`config.mk`:
```
export PLATFORM = sky130hd
export DESIGN_NAME = grn_sweeper_flat
export DESIGN_NICKNAME = d
export VERILOG_FILES = /design/src/rtl/grn_sweeper_if.sv /design/src/rtl/grn_sweeper.sv /design/src/flat_wrapper.sv
export SDC_FILE = /design/constraint.sdc
export NUM_CORES = 1
export LEC_CHECK = 0
export CAP_MARGIN = 10
export CORE_ASPECT_RATIO = 0.7
export CORE_MARGIN = 4
export CORE_UTILIZATION = 57
export CTS_BUF_LIST = sky130_fd_sc_hd__clkbuf_2
export CTS_CLUSTER_SIZE = 25
export DETAILED_ROUTE_END_ITERATION = 12
export GPL_TIMING_DRIVEN = 0
export HOLD_SLACK_MARGIN = 0.05
export PLACE_DENSITY = 0.83
export SLEW_MARGIN = 5
export SYNTH_ARGS = -nofsm -noshare
export SYNTH_HDL_FRONTEND = slang
export SYNTH_SLANG_ARGS = --single-unit
```
`constraint.sdc`:
```
create_clock -name clk -period 12.9 [get_ports clk]
set_input_delay 2.58 -clock clk [delete_from_list [all_inputs] [get_ports clk]]
set_output_delay 2.58 -clock clk [all_outputs]
set_load 0.005 [all_outputs]
```
`src/rtl/grn_sweeper_if.sv`:
```
// Command and result handshake bundle between a sweep controller and its client.
// The sweeper uses the slave modport; the client side uses master.
interface grn_sweeper_if #(
  parameter int unsigned SIZE = 69
);
  logic            cmd_valid;
  logic            cmd_ready;
  logic [SIZE-1:0] cmd_base;
  logic [31:0]     cmd_count;

  logic            res_valid;
  logic            res_ready;
  logic [SIZE-1:0] res_conf;
  logic [31:0]     res_length;
  logic [31:0]     res_transient;
  logic            res_last;

  modport master (
    output cmd_valid, cmd_base, cmd_count,
    input  cmd_ready,
    input  res_valid, res_conf, res_length, res_transient, res_last,
    output res_ready
  );

  modport slave (
    input  cmd_valid, cmd_base, cmd_count,
    output cmd_ready,
    output res_valid, res_conf, res_length, res_transient, res_last,
    input  res_ready
  );
endinterface

```
`src/rtl/grn_sweeper.sv`:
```
// Sweeps a range of configurations through an attractor core and queues the results.
// Optional max-length statistics are enabled by defining GRN_SWEEP_STATS_EN.
module grn_sweeper #(
  parameter int unsigned SIZE       = 69,
  parameter int unsigned FIFO_DEPTH = 4
) (
  input  logic            clk,
  input  logic            rst_n,
  grn_sweeper_if.slave    bus,
  output logic            grn_start_out,
  output logic [SIZE-1:0] grn_conf_out,
  input  logic            grn_done_in,
  input  logic [31:0]     grn_length_in,
  input  logic [31:0]     grn_transient_in,
  output logic            grn_ack_out,
  output logic            busy
`ifdef GRN_SWEEP_STATS_EN
  ,
  output logic [31:0]     stat_max_length,
  output logic [SIZE-1:0] stat_max_conf
`endif
);

  localparam int unsigned AW = (FIFO_DEPTH > 1) ? $clog2(FIFO_DEPTH) : 1;
  localparam int unsigned CW = AW + 1;
  localparam int unsigned EW = SIZE + 65;

  localparam logic [2:0] S_IDLE    = 3'd0;
  localparam logic [2:0] S_LAUNCH  = 3'd1;
  localparam logic [2:0] S_WAIT    = 3'd2;
  localparam logic [2:0] S_CAPTURE = 3'd3;
  localparam logic [2:0] S_GUARD   = 3'd4;

  logic [2:0]      state_q, state_d;
  logic [SIZE-1:0] cur_conf_q, cur_conf_d;
  logic [31:0]     remaining_q, remaining_d;
  logic            guard_q, guard_d;
  logic            start_q, start_d;
  logic            ack_q, ack_d;
  logic            busy_q, busy_d;
  logic            rdy_q, rdy_d;

  logic [AW-1:0]   wr_ptr_q, rd_ptr_q;
  logic [CW-1:0]   cnt_q;
  logic [EW-1:0]   mem [FIFO_DEPTH];

  logic            accept_c, push_c, pop_c, full_c, empty_c;

  assign full_c   = (cnt_q == CW'(FIFO_DEPTH));
  assign empty_c  = (cnt_q == '0);
  assign accept_c = bus.cmd_valid && rdy_q;
  assign push_c   = (state_q == S_WAIT) && grn_done_in && !full_c;
  assign pop_c    = !empty_c && bus.res_ready;

  // Next-state and registered-output decode
  always_comb begin
    state_d     = state_q;
    cur_conf_d  = cur_conf_q;
    remaining_d = remaining_q;
    guard_d     = 1'b0;
    case (state_q)
      S_IDLE: begin
        if (accept_c && (bus.cmd_count != 32'd0)) begin
          cur_conf_d  = bus.cmd_base;
          remaining_d = bus.cmd_count;
          state_d     = S_LAUNCH;
        end
      end
      S_LAUNCH: state_d = S_WAIT;
      S_WAIT: begin
        if (push_c) state_d = S_CAPTURE;
      end
      S_CAPTURE: begin
        cur_conf_d  = cur_conf_q + SIZE'(1);
        remaining_d = remaining_q - 32'd1;
        state_d     = S_GUARD;
      end
      S_GUARD: begin
        // two cycles so the core settles back to its init state
        guard_d = !guard_q;
        if (guard_q) state_d = (remaining_q != 32'd0) ? S_LAUNCH : S_IDLE;
      end
      default: state_d = S_IDLE;
    endcase
    start_d = (state_d == S_LAUNCH);
    ack_d   = (state_d == S_CAPTURE);
    busy_d  = (state_d != S_IDLE);
    rdy_d   = (state_d == S_IDLE);
  end

  always_ff @(posedge clk or negedge rst_n) begin
    if (!rst_n) begin
      state_q     <= S_IDLE;
      cur_conf_q  <= '0;
      remaining_q <= '0;
      guard_q     <= 1'b0;
      start_q     <= 1'b0;
      ack_q       <= 1'b0;
      busy_q      <= 1'b0;
      rdy_q       <= 1'b0;
    end else begin
      state_q     <= state_d;
      cur_conf_q  <= cur_conf_d;
      remaining_q <= remaining_d;
      guard_q     <= guard_d;
      start_q     <= start_d;
      ack_q       <= ack_d;
      busy_q      <= busy_d;
      rdy_q       <= rdy_d;
    end
  end

  // Result FIFO pointers and occupancy
  always_ff @(posedge clk or negedge rst_n) begin
    if (!rst_n) begin
      wr_ptr_q <= '0;
      rd_ptr_q <= '0;
      cnt_q    <= '0;
    end else begin
      if (push_c) wr_ptr_q <= wr_ptr_q + AW'(1);
      if (pop_c)  rd_ptr_q <= rd_ptr_q + AW'(1);
      case ({push_c, pop_c})
        2'b10:   cnt_q <= cnt_q + CW'(1);
        2'b01:   cnt_q <= cnt_q - CW'(1);
        default: cnt_q <= cnt_q;
      endcase
    end
  end

  always_ff @(posedge clk) begin
    if (push_c) begin
      mem[wr_ptr_q] <= {cur_conf_q, grn_length_in, grn_transient_in, (remaining_q == 32'd1)};
    end
  end

  assign {bus.res_conf, bus.res_length, bus.res_transient, bus.res_last} = mem[rd_ptr_q];
  assign bus.res_valid = !empty_c;
  assign bus.cmd_ready = rdy_q;
  assign grn_start_out = start_q;
  assign grn_ack_out   = ack_q;
  assign grn_conf_out  = cur_conf_q;
  assign busy          = busy_q;

`ifdef GRN_SWEEP_STATS_EN
  logic [31:0]     max_len_q;
  logic [SIZE-1:0] max_conf_q;

  // Running maximum over the current sweep; strictly-greater keeps the first conf on ties
  always_ff @(posedge clk or negedge rst_n) begin
    if (!rst_n) begin
      max_len_q  <= '0;
      max_conf_q <= '0;
    end else if (accept_c) begin
      max_len_q  <= '0;
      max_conf_q <= '0;
    end else if (push_c && (grn_length_in > max_len_q)) begin
      max_len_q  <= grn_length_in;
      max_conf_q <= cur_conf_q;
    end
  end

  assign stat_max_length = max_len_q;
  assign stat_max_conf   = max_conf_q;
`endif

endmodule

```
`src/flat_wrapper.sv`:
```
// flat-port wrapper written by rule: the top's interface ports become plain ports
module grn_sweeper_flat 
#(
  parameter int unsigned SIZE       = 69,
  parameter int unsigned FIFO_DEPTH = 4
)
  (clk, rst_n, grn_start_out, grn_conf_out, grn_done_in, grn_length_in, grn_transient_in, grn_ack_out, busy, bus_cmd_valid, bus_cmd_base, bus_cmd_count, bus_cmd_ready, bus_res_valid, bus_res_conf, bus_res_length, bus_res_transient, bus_res_last, bus_res_ready);
  grn_sweeper_if #(.SIZE(SIZE)) bus_i ();
  input  logic clk;
  input  logic rst_n;
  output logic grn_start_out;
  output logic [SIZE-1:0] grn_conf_out;
  input  logic grn_done_in;
  input  logic [31:0] grn_length_in;
  input  logic [31:0] grn_transient_in;
  output logic grn_ack_out;
  output logic busy;
  input wire logic [$bits(bus_i.cmd_valid)-1:0] bus_cmd_valid;
  input wire logic [$bits(bus_i.cmd_base)-1:0] bus_cmd_base;
  input wire logic [$bits(bus_i.cmd_count)-1:0] bus_cmd_count;
  output wire logic [$bits(bus_i.cmd_ready)-1:0] bus_cmd_ready;
  output wire logic [$bits(bus_i.res_valid)-1:0] bus_res_valid;
  output wire logic [$bits(bus_i.res_conf)-1:0] bus_res_conf;
  output wire logic [$bits(bus_i.res_length)-1:0] bus_res_length;
  output wire logic [$bits(bus_i.res_transient)-1:0] bus_res_transient;
  output wire logic [$bits(bus_i.res_last)-1:0] bus_res_last;
  input wire logic [$bits(bus_i.res_ready)-1:0] bus_res_ready;
  assign bus_i.cmd_valid = bus_cmd_valid;
  assign bus_i.cmd_base = bus_cmd_base;
  assign bus_i.cmd_count = bus_cmd_count;
  assign bus_cmd_ready = bus_i.cmd_ready;
  assign bus_res_valid = bus_i.res_valid;
  assign bus_res_conf = bus_i.res_conf;
  assign bus_res_length = bus_i.res_length;
  assign bus_res_transient = bus_i.res_transient;
  assign bus_res_last = bus_i.res_last;
  assign bus_i.res_ready = bus_res_ready;
  grn_sweeper #(.SIZE(SIZE), .FIFO_DEPTH(FIFO_DEPTH)) u_core (.clk(clk), .rst_n(rst_n), .bus(bus_i), .grn_start_out(grn_start_out), .grn_conf_out(grn_conf_out), .grn_done_in(grn_done_in), .grn_length_in(grn_length_in), .grn_transient_in(grn_transient_in), .grn_ack_out(grn_ack_out), .busy(busy));
endmodule
```
==> results.py <==
metrics = {
    "global_routing": {
        "track_usage_pct": 29.7,
        "grt_pass1_vias": 17700,
        "antenna_found_initial": 12,
        "grt_pass1_wl_um": 111000,
        "overflow": 0,
        "grt_max_degree": 82,
    },
    "sta": {
        "skew_ns": 0.0837,
        "final.period_utilization_pct": 58.3,
        "slew_headroom_pct": 25.9,
        "fin_crit_ns": 7.53,
        "drv_slew": 0,
        "rsz0062_at_grt": "false",
        "clock.fmax_ghz": 0.133,
        "hold_viol": 0,
        "timing.setup.tns_ns": 0,
        "worst_pin_slew_ns": 1.11,
        "setup_viol": 0,
    },
    "clock_tree": {
        "cts.path.max_buffers": 3,
        "cts_hold_buf": 0,
        "cts_tree": "yes",
        "post_cts_resized": 0,
        "clk_latency_ns": 1.19,
        "post_cts_buffers": 0,
        "cts_buffers": 148,
        "cts_htree_levels": 4,
        "root_buffer": "clkbuf_2",
        "clk_pin_slew_ns": 0.11,
        "cts.sinks": 652,
    },
    "die": {
        "start_util_pct": 57.9,
        "dieArea_mm2": 0.0494,
        "die_h_um": 187,
        "die_x_um": 264,
        "core_area_mm2": 0.0452,
        "rows": 65,
        "ioPinCount": 378,
    },
    "route": {
        "wl_per_cell_um": 26.6,
        "postRouteAntennaNets": 0,
        "dr.first_iter.drc_count": 2392,
        "wl_um": 73700,
        "vias_per_cell": 6.29,
        "dr_total_vias": 17400,
        "first_pass_iters": 8,
        "drc": 0,
    },
    "synthesis": {
        "synth.yosys.seq_area_share_pct": 72.6,
        "synth-edff-count": 536,
        "syn_inst": 1519,
        "yosys_warnings": 0,
        "ys_ff_latch": 652,
        "syn-cell-area_mm2": 0.0262,
        "ys_async_sr_fraction_pct": 17.8,
        "netlist-cell-type-count": 65,
        "avgSynthCellArea_um2": 17.2,
        "synth_area_leaders": "edfxtp_1 62%, mux4_2 12%, dfrtp_1 11%",
        "synth_area_leader_cell": "edfxtp_1",
        "synth_top_area_share_pct": 61.5,
        "synthesis.nets": 1698,
        "synthFlopType": "edfxtp_1",
    },
    "critical_path": {
        "reg2reg_slack_ns": 9.50,
        "rr_endpoint": "u_core.grn_conf_out[37]",
        "critPathLaunchType": "flop",
        "cp_max_fo": 10,
        "r2r_start": "u_core.grn_conf_out[23]",
        "ff2ff_path_depth": 6,
        "critPathMaxStageDelay_ns": 0.89,
        "worstPathRequired_ns": 10.32,
        "worst_path_max_delay_cell": "buf_1",
        "critPathKind": "reg2out",
        "cp_common_cell": "buf_1",
        "crit_path_cell_trace": "clkbuf_1 -> buf_1 -> buf_1 -> mux4_2 -> clkdlybuf4s50_1",
        "end_kind": "output port",
        "arrival_ns": 4.95,
    },
    "worst_hold_path": {
        "min_to": "u_core.guard_q",
        "min_path_cells": 1,
        "hp-class": "reg2reg",
        "hold_start": "u_core.guard_q",
    },
    "placement": {
        "postPlaceCellArea_mm2": 0.0310,
        "numPortBuffers": 377,
        "hpwl_um": 49400,
        "place_congestion": 0.958,
    },
    "cells_and_area": {
        "drive_above_1_share_pct": 19.0,
        "mostFrequentLayoutCells": "536 x edfxtp_1, 376 x clkdlybuf4s50_1, 223 x clkbuf_2, 134 x mux4_2, 116 x dfrtp_1",
        "syn_to_final_growth_pct": 23.5,
        "nets": 2235,
        "layout_commonest_cell": "edfxtp_1",
        "nFillCells": 2943,
        "final_cell_area_mm2": 0.0323,
    },
    "outcome": {
        "status": "completed",
    },
    "power_and_ir_drop": {
        "leakage_nw": 11.0,
        "finalPower_mw": 6.90,
        "power_per_cell_area_mw_per_mm2": 213,
        "ir_worst_vdd_mv": 0.124,
    },
    "flow_run": {
        "cap_violations": 0,
    },
}
how the worst max path moves through the flow:
stage	startpoint	slack (ns)	cells past startpoint	end
after floorplan	grn_done_in	6.17	3	u_core.mem[0][0]
after global placement	grn_done_in	3.23	4	u_core.mem[0][48]
after detailed placement	u_core.rd_ptr_q[0]	6.43	5	bus_res_conf[53]
after CTS	u_core.rd_ptr_q[0]	5.15	5	bus_res_conf[53]
after global routing	u_core.rd_ptr_q[0]	4.96	5	bus_res_conf[53]
final	u_core.rd_ptr_q[0]	5.37	5	bus_res_conf[53]
sequential cells by signal, summed over array words and instances (netlist names):
name	count
u_core.wr_ptr_q	2
u_core.cnt_q	3
u_core.state_q	3
u_core.grn_start_out	1
u_core.bus.cmd_ready	1
u_core.mem	536
u_core.busy	1
u_core.rd_ptr_q	2
u_core.grn_conf_out	69
u_core.guard_q	1
u_core.remaining_q	32
u_core.grn_ack_out	1
logic make-up after synthesis:
logic type	synth area share [%]
and+or+nand+nor	8.62
adders and majority gates	0.459
xor gates and xnor gates	0.335
DFF	72.6
AOI/OAI and AO/OA	5.07
buffers and inverters	1.29
muxes	11.6
power breakdown:
group,switching (mW),internal [mW],leakage [nW]
clock,0.795,0.515,1.03
sequential,0.405,2.74,6.21
combinational,1.15,1.29,3.72
cell type report:
class / count / area (µm²) / share of cell area [%]
well taps: 603 / 754 / 2.34
plain buffers: 71 / 278 / 0.860
flip-flops and latches: 652 / 19000 / 58.8
clock buffers: 223 / 1120 / 3.45
clock inverters: 34 / 218 / 0.674
diodes: 6 / 15.0 / 0.0465
inverters: 16 / 60.1 / 0.186
repair buffers: 387 / 4030 / 12.5
multi-input cells: 780 / 6840 / 21.2
layer usage:
layer / global-route usage (%) / vias up / routed length, µm / part of all wire (%)
met1: 40.6 / 8693 / 28100 / 38
met4: 9.81 / 8 / 2290 / 3.1
met2: 46.0 / 1161 / 34900 / 47
li1: - / 7363 / - / -
met3: 9.73 / 201 / 8320 / 11
met5: 0 / - / 47 / 0.064
synthesized netlist by cell type, types with 3 or more instances:
cell / count
xor2_1: 4
nand2b_1: 6
nand3_1: 62
inv_1: 16
a311oi_1: 8
mux4_2: 134
a31oi_1: 6
nor3_1: 48
and4_1: 13
and3_1: 23
xnor2_1: 6
a22oi_1: 3
o21a_1: 8
a221o_1: 7
nor2_1: 81
clkbuf_1: 49
nand2_1: 107
ha_1: 8
dfrtp_1: 116
nor4_1: 28
a32oi_1: 3
o221a_2: 7
o22ai_1: 14
nand4_1: 29
or4_1: 3
a211o_1: 3
or3_1: 11
buf_1: 18
o211ai_1: 25
nor3_2: 4
a211oi_1: 13
a21oi_1: 27
and2_1: 7
buf_2: 3
edfxtp_1: 536
o311ai_0: 14
o21ai_0: 34
critical path, delay by kind of cell, from the launching register on:
family	cells	cell delay, ns
buffers and inverters	4	2.88
DFF	1	0.33
muxes	1	0.60
through the flow:
step	setup slack, ns	util [%]	cells	hold WS (ns)
floorplan	6.17	-	1519	0.439
finish	5.37	71.5	2772	0.490
global placement	3.23	67.9	2499	0.461
CTS	5.15	71.4	2766	0.486
global route	4.96	71.5	2772	0.503
detailed placement	6.43	68.5	2509	0.468
Power figures use the tool's default switching activity.
